## src/rtl/serial_sub_ctrl.sv

```systemverilog
// Bit-serial subtraction controller: sequences one full-subtractor slice LSB-first over
// WIDTH cycles and presents the registered difference and final borrow with a done pulse.
module serial_sub_ctrl #(
  parameter int unsigned WIDTH = 8
) (
  input  logic             clk,
  input  logic             rst,
  input  logic             start,
  input  logic [WIDTH-1:0] a,
  input  logic [WIDTH-1:0] b,
  input  logic             borrow_in,
  output logic             ready,
  output logic             busy,
  output logic             done,
  output logic [WIDTH-1:0] diff,
  output logic             borrow_out
);

  localparam int unsigned CntW = (WIDTH > 1) ? $clog2(WIDTH) : 1;
  localparam logic [CntW-1:0] LastBit = CntW'(WIDTH - 1);

  typedef enum logic [1:0] {StIdle, StRun, StDone} state_e;

  state_e           state_q, state_d;
  logic [WIDTH-1:0] a_q, a_d, b_q, b_d, res_q, res_d, diff_q, diff_d;
  logic             br_q, br_d, bout_q, bout_d;
  logic [CntW-1:0]  cnt_q, cnt_d;

  logic             slice_d, slice_bo;
  logic [WIDTH-1:0] res_shift;

  always_comb begin
    slice_d   = a_q[0] ^ b_q[0] ^ br_q;
    slice_bo  = (~a_q[0] & (b_q[0] ^ br_q)) | (b_q[0] & br_q);
    res_shift = (res_q >> 1) | (WIDTH'(slice_d) << (WIDTH - 1));
  end

  always_comb begin
    state_d = state_q;
    a_d     = a_q;
    b_d     = b_q;
    res_d   = res_q;
    br_d    = br_q;
    cnt_d   = cnt_q;
    diff_d  = diff_q;
    bout_d  = bout_q;
    case (state_q)
      StIdle: begin
        if (start) begin
          a_d     = a;
          b_d     = b;
          br_d    = borrow_in;
          res_d   = '0;
          cnt_d   = '0;
          state_d = StRun;
        end
      end
      StRun: begin
        a_d   = a_q >> 1;
        b_d   = b_q >> 1;
        br_d  = slice_bo;
        res_d = res_shift;
        cnt_d = cnt_q + 1'b1;
        if (cnt_q == LastBit) begin
          // Load the outputs from the final slice so they are valid while done is high.
          diff_d  = res_shift;
          bout_d  = slice_bo;
          state_d = StDone;
        end
      end
      StDone:  state_d = StIdle;
      default: state_d = StIdle;
    endcase
  end

  always_ff @(posedge clk) begin
    if (rst) begin
      state_q <= StIdle;
      a_q     <= '0;
      b_q     <= '0;
      res_q   <= '0;
      br_q    <= 1'b0;
      cnt_q   <= '0;
      diff_q  <= '0;
      bout_q  <= 1'b0;
    end else begin
      state_q <= state_d;
      a_q     <= a_d;
      b_q     <= b_d;
      res_q   <= res_d;
      br_q    <= br_d;
      cnt_q   <= cnt_d;
      diff_q  <= diff_d;
      bout_q  <= bout_d;
    end
  end

  assign ready      = (state_q == StIdle);
  assign busy       = (state_q == StRun);
  assign done       = (state_q == StDone);
  assign diff       = diff_q;
  assign borrow_out = bout_q;

endmodule

```

## config.mk

```make
export PLATFORM = sky130hd
export DESIGN_NAME = serial_sub_ctrl
export DESIGN_NICKNAME = d
export VERILOG_FILES = /design/src/rtl/serial_sub_ctrl.sv
export SDC_FILE = /design/constraint.sdc
export NUM_CORES = 1
export LEC_CHECK = 0
export ABC_CLOCK_PERIOD_IN_PS = 4900
export BUFFER_PORTS_ARGS = -buffer_cell sky130_fd_sc_hd__buf_2
export CAP_MARGIN = 15
export CORE_ASPECT_RATIO = 1.25
export CORE_UTILIZATION = 45
export DETAILED_ROUTE_END_ITERATION = 16
export PLACE_DENSITY = 0.68
export SYNTH_ARGS = -nofsm -noshare
export SYNTH_HDL_FRONTEND = slang
export SYNTH_SLANG_ARGS = --single-unit
```

## constraint.sdc

```tcl
create_clock -name clk -period 4.9 [get_ports clk]
set_clock_uncertainty 0.2 [all_clocks]
set_input_delay 0.49 -clock clk [delete_from_list [all_inputs] [get_ports clk]]
set_output_delay 0.49 -clock clk [all_outputs]
set_load 0.02 [all_outputs]
```

==> run summary <==
CP Class -> register to output port
CP Data Required Time -> 4210 ps
Die area -> 3710 sq um
Max Cap Viol -> 0
Critical Path Source -> state_q[1]$_SDFFE_PP0P_
Ys async rst share -> 0%
Post-synth EDFFs -> 0
Slew Viols, Final -> 0
Worst hold-check path type -> register to register
ANT nets after route -> 0
Drt pass-1 iters -> 4
FP Rows -> 23
Worst vdd ir -> 0.000249 V
CTS Hold Bufs -> 0
Final wirelength -> 3050 microns
Starting Density -> 48.1%
Overflow left after global routing -> 0
Area grow syn2layout -> 13.2%
Register bit total from synthesis -> 38
Setup violators final -> 0
Most frequent cells in the layout -> nor2_1 (41), dfxtp_1 (38), buf_2 (31)
Warnings, synthesis -> 0
Postcts setup bufs -> 0
Syn Nets -> 189
Hold WS -> 253 ps
H-tree levels -> 2
Worst-path clk slew -> 70 ps
I/O Pins -> 32
Root buf cell -> clkbuf_8
Worst hold start -> diff[1]$_SDFFE_PP0P_
Number of global-route vias before repair -> 1180
Mapped cell area -> 1560 sq um
Post-cts resize count -> 0
Crit. End Element -> output port
Pleak -> 0.711 nW
Final GP Congestion -> 0.668
Max Buffers Root-to-Sink -> 2
DR vias -> 1274
# nets final -> 214
Antenna cells -> 0
Reg-to-reg startpoint -> state_q[1]$_SDFFE_PP0P_
Data arrival time of the worst path -> 2270 ps
Detailed Route Iter0 Violations -> 53
PD cells -> 349 nW/um^2
CTS Buf Count -> 5
Multi-input gate area -> 701 sq um
Die span in x -> 54.7 microns
Tcrit/Tclk final -> 60.4%
Synthesized instance count -> 166
Sequential Area -> 761 sq um
Number of fill cells -> 308
Crit path max fanout -> 20
Residual DRC -> 0
Post-synthesis sequential area ratio -> 48.7%
Fin Setup TNS -> 0 ps
Drt via density -> 5.56
Wire length per cell -> 13.3 microns
CTS tree -> yes
Slew margin rel. -> 44.9%
Final Hold Fails -> 0
Initial antenna violation count -> 0
First-pass GRT wire length -> 5220 microns
CORE AREA -> 3250 sq um
Tot GR Track Use -> 19.9%
RSZ-0062 raised after global routing -> false
Share of cells above drive strength 1 -> 25.5%
Total power -> 0.617 mW
Main synth FF type -> dfxtp_1
Commonest non-fill, non-tap cell in the layout -> nor2_1
CP startpoint kind -> register
Clock sink count -> 38
IO buf count -> 31
Distinct cells, synth -> 28
Slew @ Worst Pin -> 826 ps
Post-Syn Area per Cell -> 9.41 sq um
Status -> finished clean
Post-layout util -> 54.4%
Clock latency on the worst-skew pair -> 290 ps
Largest net degree at the start of global routing -> 25
Die height -> 67.9 microns
Fin crit period -> 2960 ps
DP HPWL -> 2140 microns
Peak Freq -> 0.338 GHz
==> Yosys cell counts (3+ instances only) <==
master    count  share of area, %
a21oi_1      12               3.8
a22oi_1       8               3.8
buf_2         5               1.6
clkbuf_1      4              0.96
dfxtp_1      38                49
inv_1         4              0.96
nand2_1       8               1.9
nand3_1       8               2.6
nand3b_1      3               1.4
nor2_1       41               9.8
o221ai_1      5               2.8
o221ai_2     10               9.6
==> routing by layer <==
layer  vias to the layer above  track usage (%)  wire length, microns
met5                         -                0                     0
met4                         0             13.5                   108
met3                        12             4.89                   134
met2                        38             31.5                  1530
met1                       590             23.0                  1280
li1                        634                -                     -
==> path summary, 6_finish.rpt <==
check	end	slack [ps]	cells after the start
worst max-delay path	busy	1940	3
worst min register to register	diff[1]$_SDFFE_PP0P_	250	2
worst min-delay path	diff[1]$_SDFFE_PP0P_	250	2
worst max register to register	res_q[6]$_SDFFE_PP0P_	2520	4
==> metrics by stage <==
stage / cell area, sq um / setup slack, ps / cells
6_report: 1770 / 1940 / 229
5_1_grt: 1770 / 1780 / 229
4_1_cts: 1770 / 1930 / 229
3_5_place_dp: 1680 / 2260 / 221
3_3_place_gp: 1680 / 2320 / 221
2_1_floorplan: 1560 / 3290 / 166
==> state kept, by name (all words and copies together) (netlist names) <==
name        cells
borrow_out      1
res_q           7
a_q             8
br_q            1
cnt_q           3
b_q             8
diff            8
state_q         2
==> final cells by class <==
class | instances | share of cell area (%)
Clock buffer | 7 | 4.88
Clock inverter | 1 | 0.283
Inverter | 4 | 0.849
Multi-Input combinational cell | 111 | 39.6
Sequential cell | 38 | 43.0
Tap cell | 37 | 2.62
Timing Repair Buffer | 31 | 8.77
==> power breakdown <==
| group | switching [mW] | internal [mW] | total [mW] | leakage, nW |
|---|---|---|---|---|
| Clock | 0.105 | 0.113 | 0.218 | 0.0482 |
| Combinational | 0.0378 | 0.0272 | 0.0650 | 0.351 |
| Sequential | 0.0105 | 0.324 | 0.334 | 0.311 |
==> kinds of logic after synthesis <==
family | share of synthesized area, %
flip-flops | 48.7
adder cells (fa/ha/maj) | 2.88
buffers and inverters | 6.48
AND/OR/NAND/NOR | 17.9
multiplexers | 0.641
AO/OA/AOI/OAI | 23.5
==> worst max-delay path: stages (launching register included) <==
cell and delay (ps):
dfxtp_1 470, nand2b_1 690, inv_1 500, buf_2 300
Power figures use the tool's default switching activity.
